### config.mk
export PLATFORM = sky130hd
export DESIGN_NAME = robo_ambiente
export DESIGN_NICKNAME = d
export VERILOG_FILES = /design/src/rtl/robo_pkg.sv /design/src/rtl/robo_ambiente_mapa.sv /design/src/rtl/robo_ambiente.sv
export SDC_FILE = /design/constraint.sdc
export NUM_CORES = 1
export LEC_CHECK = 0
export BUFFER_PORTS_ARGS = -buffer_cell sky130_fd_sc_hd__buf_2
export CAP_MARGIN = 20
export CORE_MARGIN = 1
export CORE_UTILIZATION = 25
export CTS_CLUSTER_SIZE = 16
export DETAILED_ROUTE_END_ITERATION = 7
export SLEW_MARGIN = 20
export SYNTH_ARGS = -nofsm -noshare
export SYNTH_HDL_FRONTEND = slang
export SYNTH_HIERARCHICAL = 1
export SYNTH_SLANG_ARGS = --single-unit
export TNS_END_PERCENT = 1
### constraint.sdc
create_clock -name clock -period 5.06 [get_ports clock]
set_clock_uncertainty 0.15 [all_clocks]
set_input_delay 0.253 -clock clock [delete_from_list [all_inputs] [get_ports clock]]
set_output_delay 0.253 -clock clock [all_outputs]
set_load 0.01 [all_outputs]
### src/rtl/robo_pkg.sv
// Shared cell and heading encodings for the robot environment model,
// plus the neighbour-offset helper used for the ahead and left lookups.
package robo_pkg;

    localparam int XY_W = 8;

    typedef enum logic [1:0] {
        CELL_FREE    = 2'b00,
        CELL_WALL    = 2'b01,
        CELL_BARRIER = 2'b10,
        CELL_TARGET  = 2'b11
    } cell_t;

    typedef enum logic [1:0] {
        DIR_N = 2'd0,
        DIR_E = 2'd1,
        DIR_S = 2'd2,
        DIR_W = 2'd3
    } dir_t;

    typedef struct packed {
        logic            oob;
        logic [XY_W-1:0] x;
        logic [XY_W-1:0] y;
    } xy_t;

    // Neighbour of (x, y) in direction d. There is no wrap-around: stepping
    // past either edge raises oob, and the caller treats that cell as wall.
    function automatic xy_t next_xy(input logic [XY_W-1:0] x,
                                    input logic [XY_W-1:0] y,
                                    input dir_t            d,
                                    input logic [XY_W-1:0] max_xy);
        xy_t r;
        r.oob = 1'b0;
        r.x   = x;
        r.y   = y;
        case (d)
            DIR_N: begin
                r.oob = (y == 8'd0);
                r.y   = y - 8'd1;
            end
            DIR_E: begin
                r.oob = (x == max_xy);
                r.x   = x + 8'd1;
            end
            DIR_S: begin
                r.oob = (y == max_xy);
                r.y   = y + 8'd1;
            end
            default: begin
                r.oob = (x == 8'd0);
                r.x   = x - 8'd1;
            end
        endcase
        return r;
    endfunction

endpackage

### src/rtl/robo_ambiente_mapa.sv
// GRID x GRID map of 2-bit cell codes: one synchronous write port and
// three combinational read ports (current, ahead and left cells).
module robo_ambiente_mapa
    import robo_pkg::*;
#(
    parameter int GRID    = 8,
    parameter int COORD_W = 3
) (
    input  logic               clock,
    input  logic               reset,
    input  logic               wr_en,
    input  logic [COORD_W-1:0] wr_x,
    input  logic [COORD_W-1:0] wr_y,
    input  cell_t              wr_cell,
    input  logic [COORD_W-1:0] cur_x,
    input  logic [COORD_W-1:0] cur_y,
    input  logic [COORD_W-1:0] ahead_x,
    input  logic [COORD_W-1:0] ahead_y,
    input  logic [COORD_W-1:0] left_x,
    input  logic [COORD_W-1:0] left_y,
    output cell_t              cur_cell,
    output cell_t              ahead_cell,
    output cell_t              left_cell
);

    cell_t cells [GRID*GRID];

    always_ff @(posedge clock or posedge reset) begin
        if (reset) begin
            for (int i = 0; i < GRID*GRID; i++) begin
                cells[i] <= CELL_FREE;
            end
        end else if (wr_en) begin
            cells[{wr_y, wr_x}] <= wr_cell;
        end
    end

    assign cur_cell   = cells[{cur_y, cur_x}];
    assign ahead_cell = cells[{ahead_y, ahead_x}];
    assign left_cell  = cells[{left_y, left_x}];

endmodule

### src/rtl/robo_ambiente.sv
// World model for the wall-following controller: holds the robot pose and
// the map, executes its commands and produces its sensor inputs.
module robo_ambiente
    import robo_pkg::*;
#(
    parameter int GRID          = 8,
    parameter int COORD_W       = 3,
    parameter int REMOVE_CYCLES = 4,
    parameter int START_X       = 0,
    parameter int START_Y       = 0,
    parameter int START_DIR     = 1
) (
    input  logic               clock,
    input  logic               reset,
    input  logic               load_en,
    input  logic [COORD_W-1:0] load_x,
    input  logic [COORD_W-1:0] load_y,
    input  logic [1:0]         load_cell,
    input  logic               avancar,
    input  logic               girar,
    input  logic               remover,
    output logic               head,
    output logic               left,
    output logic               under,
    output logic               barrier,
    output logic [COORD_W-1:0] pos_x,
    output logic [COORD_W-1:0] pos_y,
    output logic [1:0]         dir,
    output logic               removing,
    output logic               collision,
    output logic               cmd_error,
    output logic [15:0]        step_count
);

    dir_t       heading;
    logic [3:0] rm_cnt;
    logic [3:0] rm_cnt_nxt;
    logic       clear_cell;
    logic       cmd_multi;
    logic       ahead_open;

    xy_t   ahead_xy;
    xy_t   left_xy;
    cell_t map_cur;
    cell_t map_ahead;
    cell_t map_left;
    cell_t ahead_cell;
    cell_t left_cell;

    logic               wr_en;
    logic [COORD_W-1:0] wr_x;
    logic [COORD_W-1:0] wr_y;
    cell_t              wr_cell;

    assign ahead_xy = next_xy(XY_W'(pos_x), XY_W'(pos_y), heading, XY_W'(GRID - 1));
    assign left_xy  = next_xy(XY_W'(pos_x), XY_W'(pos_y), dir_t'(heading + 2'd3),
                              XY_W'(GRID - 1));

    // Upper coordinate bits are always zero once oob is clear.
    logic unused_xy;
    assign unused_xy = ^{ahead_xy, left_xy};

    robo_ambiente_mapa #(
        .GRID    (GRID),
        .COORD_W (COORD_W)
    ) u_mapa (
        .clock      (clock),
        .reset      (reset),
        .wr_en      (wr_en),
        .wr_x       (wr_x),
        .wr_y       (wr_y),
        .wr_cell    (wr_cell),
        .cur_x      (pos_x),
        .cur_y      (pos_y),
        .ahead_x    (ahead_xy.x[COORD_W-1:0]),
        .ahead_y    (ahead_xy.y[COORD_W-1:0]),
        .left_x     (left_xy.x[COORD_W-1:0]),
        .left_y     (left_xy.y[COORD_W-1:0]),
        .cur_cell   (map_cur),
        .ahead_cell (map_ahead),
        .left_cell  (map_left)
    );

    assign ahead_cell = ahead_xy.oob ? CELL_WALL : map_ahead;
    assign left_cell  = left_xy.oob  ? CELL_WALL : map_left;

    assign head    = (ahead_cell == CELL_WALL);
    assign barrier = (ahead_cell == CELL_BARRIER);
    assign left    = (left_cell == CELL_WALL);
    assign under   = (map_cur == CELL_TARGET);
    assign dir     = heading;

    assign cmd_multi  = (avancar & girar) | (avancar & remover) | (girar & remover);
    assign ahead_open = (ahead_cell == CELL_FREE) || (ahead_cell == CELL_TARGET);

    // Removal only advances on uninterrupted remover cycles facing a barrier;
    // any other cycle drops the count back to zero.
    always_comb begin
        rm_cnt_nxt = 4'd0;
        clear_cell = 1'b0;
        if (!load_en && !cmd_multi && remover && (ahead_cell == CELL_BARRIER)) begin
            if (rm_cnt == 4'(REMOVE_CYCLES - 1)) begin
                clear_cell = 1'b1;
            end else begin
                rm_cnt_nxt = rm_cnt + 4'd1;
            end
        end
    end

    assign wr_en   = load_en | clear_cell;
    assign wr_x    = load_en ? load_x : ahead_xy.x[COORD_W-1:0];
    assign wr_y    = load_en ? load_y : ahead_xy.y[COORD_W-1:0];
    assign wr_cell = load_en ? cell_t'(load_cell) : CELL_FREE;

    always_ff @(posedge clock or posedge reset) begin
        if (reset) begin
            pos_x      <= COORD_W'(START_X);
            pos_y      <= COORD_W'(START_Y);
            heading    <= dir_t'(2'(START_DIR));
            rm_cnt     <= 4'd0;
            removing   <= 1'b0;
            collision  <= 1'b0;
            cmd_error  <= 1'b0;
            step_count <= 16'd0;
        end else begin
            rm_cnt   <= rm_cnt_nxt;
            removing <= (rm_cnt_nxt != 4'd0);
            if (!load_en) begin
                if (cmd_multi) begin
                    cmd_error <= 1'b1;
                end else if (avancar) begin
                    if (ahead_open) begin
                        pos_x <= ahead_xy.x[COORD_W-1:0];
                        pos_y <= ahead_xy.y[COORD_W-1:0];
                        if (step_count != 16'hFFFF) begin
                            step_count <= step_count + 16'd1;
                        end
                    end else begin
                        collision <= 1'b1;
                    end
                end else if (girar) begin
                    heading <= dir_t'(heading + 2'd1);
                end
            end
        end
    end

endmodule
* Word level (Yosys, flattened, before mapping) *
Cells that the tools add are included.

storage, ports and cells
  bits in registers = 159
  bits in latches = 0
  RAM bits = 0
  memory bits (read-only) = 0
  input port bits = 14
  output and inout port bits = 31
  word-level logic and storage cells = 159
  memories kept = 0

cells by class
  add/subtract/negate cells = 8
  multiply operators = 0
  divide/modulo/power cells = 0
  magnitude comparators = 5
  equal/unequal tests = 13
  shift-type cells = 0
  muxes and demuxes = 27
  bitwise gates (word level) = 14
  reductions and logical operators = 20

operator list
  kind                                                                           count
  128-bit bitwise mux                                                            1
  2-bit binary-select mux with 6-bit select                                      3
  7-bit >= comparator (second input constant)                                    4
  6-bit NOT with 7-bit output                                                    4
  3-bit case mux with 2 select lines                                             4
  2-bit 2-to-1 mux                                                               10
  16-bit by 1-bit adder with 16-bit output (second input constant)               1
  16-bit != test (second input constant)                                         1
  2-bit demux with 6-bit select                                                  1
  4-bit AND reduction                                                            3
  2-bit equality test (second input constant)                                    5
  2-bit by 1-bit equality test with 1-bit output (second input constant)         4
  4-bit 2-to-1 mux                                                               2
  7-bit by 1-bit less-than comparator with 1-bit output (second input constant)  1
  3-bit by 1-bit adder with 3-bit output (second input constant)                 2
  3-bit equality test (second input constant)                                    2
  2-bit logical NOT                                                              3
  3-bit logical NOT                                                              2
  3-bit 2-to-1 mux                                                               2
  1-bit case mux with 3 select lines                                             2
  3-bit by 1-bit subtractor with 3-bit output (second input constant)            2
  5-bit AND reduction                                                            1
  4-bit by 1-bit adder with 4-bit output (second input constant)                 1
  4-bit by 2-bit equality test with 1-bit output (second input constant)         1
  12 further kinds                                                               25

* Logic depth before layout (Yosys ltp) *
  depth in word-level cells = 12
  mapped depth = 21
  mapped depth without buffers = 17

* Cells and area by module *
The synthesis kept the hierarchy.

by module, submodules not included
  module              instances  cells an instance  area each (um^2)  sequential area each (um^2)
  robo_ambiente_mapa  1          627                8510.7            3203.1
  robo_ambiente       1          210                2082.0            777.0

* Least setup slack after synthesis *
Ideal clock, no wire load.

  path type = reg-to-reg
  start = reg heading[0], in the netlist dir[0]
  end = reg u_mapa/cells[90] (netlist name)
  library setup time = 0.127 ns
  data arrival time = 4.323 ns
  data required time = 4.783 ns
  setup slack = 0.459 ns
  stages on the path, launching flop included = 21
  buffers on the path = 4
  cells stage by stage = dfstp_2 -> clkbuf_1 -> inv_1 -> a221oi_1 -> a21o_1 -> inv_1 -> buf_4 -> buf_6 -> buf_2 -> mux4_2 -> a22oi_1 -> nand4b_1 -> a32o_1 -> nor2_1 -> ha_1 -> and2_1 -> a21o_1 -> nand2_1 -> nor3_1 -> nand2_1 -> mux2_1

RTL lines
  element                         line                      source
  start: declaration              robo_ambiente.sv:35       dir_t heading;
  start signal: assignment        robo_ambiente.sv:119      heading <= dir_t'(2'(START_DIR));
  start signal: assignment        robo_ambiente.sv:142      heading <= dir_t'(heading + 2'd1);
  end signal: indexed assignment  robo_ambiente_mapa.sv:34  cells[{wr_y, wr_x}] <= wr_cell;
  end: declaration                robo_ambiente_mapa.sv:26  cell_t cells [GRID*GRID];

==> impl_metrics.csv <==
group,metric,value,unit
min_path,hold_class,"primary input to flop",
synthesis,synth_nets,867,
floorplan,row_count,75,
sta,finalHoldViolations,0,
sta,timing.fmax,0.202,GHz
pwr,pwr_density_cell,656,nW/um^2
synthesis,yosysSeqAreaShare,0.376,
detailed_routing,drtIter0Drc,671,
floorplan,io_pins,45,
layout,layout.nets,920,
layout,diodes,0,
worst_setup_path,cp.required,5.23,ns
floorplan,die_width,208,um
worst_setup_path,crit_arrival,5.13,ns
clock_network,cts_inserted_buffers,17,
worst_setup_path,crit_path_max_fanout,7,
min_path,hold_depth,3,
floorplan,core,41900,sq um
global_routing,grt_max_degree,70,
sta,setup_viol,0,
sta,grt_setup_unrepaired,"true",
sta,fin_crit_sh,0.980,
placed_design,io_buffers,44,
layout,layout-drive-gt1-share,0.275,
worst_setup_path,end_kind,"flop",
min_path,whs_endpoint,"dir[0]",
detailed_routing,vias_per_cell,5.42,
detailed_routing,vias,7817,
worst_setup_path,worstSetupStartpointType,"flop",
synthesis,synth.distinct_cells,68,
clock_network,postCtsSetupBuffers,0,
outcome,status,"finished, final reports clean",
clock_network,htreeDepth,4,
placed_design,placed_area,11500,sq um
detailed_routing,drc,0,
detailed_routing,ant_nets,0,
sta,worstMarginPinSlew,0.918,ns
layout,final_core_util,0.291,
min_path,holdCritStartpoint,"remover",
floorplan,start_util,0.253,
sta,slew_headroom,0.388,
sta,maxSlewViolCount,0,
pwr,totalPowerFinal,0.00800,W
layout,fin_area,12200,sq um
global_routing,grt_antenna_before_repair,0,
pwr,p_leak,5.41,nW
synthesis,ys_seq_elements,159,
synthesis,synth_edf_count,0,
global_routing,grt_use_total,0.142,
clock_network,clockBufferDepth,2,
detailed_routing,firstDrtPassIters,5,
detailed_routing,routed_wl,30200,um
clock_network,path_clk_slew,0.07,ns
worst_setup_path,rr_endpoint,"u_mapa/cells[3]",
floorplan,die_h,208,um
global_routing,overflow,0,
clock_network,clock_latency,0.44,ns
placed_design,detailed_place_hpwl,21300,um
worst_setup_path,r2r_slack,0.10,ns
clock_network,numClockSinks,159,
global_routing,grt_pass1_wl,47700,um
worst_setup_path,r2r_start,"pos_x[1]",
placed_design,routabilityCongestion,0.912,
synthesis,async_reset_ff_frac,1.00,
pwr,ir_worst_vdd,0.307,mV
detailed_routing,wl_per_cell,21.0,um
floorplan,dieArea,43200,sq um
global_routing,grt_pass1_vias,7835,
clock_network,root_buffer,"clkbuf_16",
flow_run,maxCapViolations,0,
worst_setup_path,crit_type,"flop to flop",
synthesis,yosysWarnings,6,
sta,min_period,4.96,ns
worst_setup_path,ff2ff_path_depth,17,
layout,area_growth,15.1,%
synthesis,synth_ff_type,"dfrtp_1",
synthesis,syn_inst,837,
synthesis,synth_area,10600,sq um
sta,hold_ws,0.0479,ns
clock_network,cts_tree,"yes",
layout,final_cell_mix,"156 x dfrtp_1, 132 x mux2_1, 78 x mux4_2",
layout,final_common_cell,"dfrtp_1",
synthesis,syn_area_per_cell,12.7,sq um
layout,nFillCells,4243,
## repair_timing
action | CTS | global route
hold buffers | 2 | 0
hold endpoints to repair | 99 | 0
gates resized for setup | 0 | 3
setup endpoints to repair | 0 | 92
## metrics by stage
step                setup slack (ns)  TNS [ns]  instances
floorplan                      0.459         0        837
global placement               0.205         0       1408
detailed placement             0.150         0       1408
CTS                            0.107         0       1442
global route                 -0.0708    -0.995       1442
finish                         0.102         0       1442
## cell families after synthesis
family	synth area share
multiplexers	0.360
AND/OR/NAND/NOR	0.128
flip-flops	0.376
AO/OA/AOI/OAI	0.0611
buffers and inverters	0.0376
XOR/XNOR	0.0190
adder cells (fa/ha/maj)	0.0189
## critical path, stage by stage, from the launching register on
cell      delay (ns)
dfrtp_2         0.41
inv_1           0.07
ha_1            0.37
a221oi_1        0.10
a21o_1          0.19
inv_1           0.35
mux4_2          0.57
a22oi_1         0.19
o311ai_0        0.30
a32o_1          0.37
nor2_1          0.11
ha_1            0.19
and2_1          0.16
a21o_1          0.15
nand2_1         0.12
or2_1           0.37
nor2_1          0.32
mux2_1          0.35
## cell type report
type	count	area (sq um)	area share
Clock inverter	12	156	0.0128
Clock buffer	20	467	0.0383
Timing Repair Buffer	89	588	0.0482
Sequential cell	159	3980	0.327
Multi-Input combinational cell	606	6260	0.513
Tap cell	539	674	0.0553
Inverter	17	66.3	0.00544
## power breakdown
group	switching, W	internal, W	total (W)
Sequential	0.000426	0.00164	0.00207
Combinational	0.00242	0.00215	0.00457
Clock	0.000544	0.000818	0.00136
## worst max-delay path by stage
stage	from	to	slack (ns)	cells after the start
floorplan	dir[0]	u_mapa/cells[90]	0.46	20
detailed placement	dir[0]	u_mapa/cells[84]	0.15	16
CTS	pos_x[1]	u_mapa/cells[84]	0.11	17
global route	pos_x[1]	u_mapa/cells[2]	-0.07	17
global placement	pos_x[1]	u_mapa/cells[84]	0.21	17
finish	pos_x[1]	u_mapa/cells[3]	0.10	17
## cells in the mapped netlist (16+ instances only)
library cell	count	area, sq um
mux4_2	78	1760
xor2_1	17	149
ha_1	16	200
mux2_1	132	1490
nor2b_1	17	106
a22oi_1	19	143
o22ai_1	17	106
nor2_1	36	135
nand2_1	65	244
dfrtp_1	158	3950
inv_1	16	60.1
clkbuf_1	27	101
## layer usage
layer / GRT usage / vias to the layer above / share of wire
li1: - / 3332 / -
met1: 0.196 / 4081 / 0.44
met2: 0.225 / 350 / 0.47
met5: 0 / - / 0
met4: 0.0526 / 0 / 0.026
met3: 0.0221 / 54 / 0.064
## state kept, by name, summed over array words and instances (netlist names)
signal,count
step_count,16
u_mapa/cells,128
pos_x,3
pos_y,3
rm_cnt,4
cmd_error,1
dir,2
collision,1
removing,1
(Power assumes the default switching activity.)
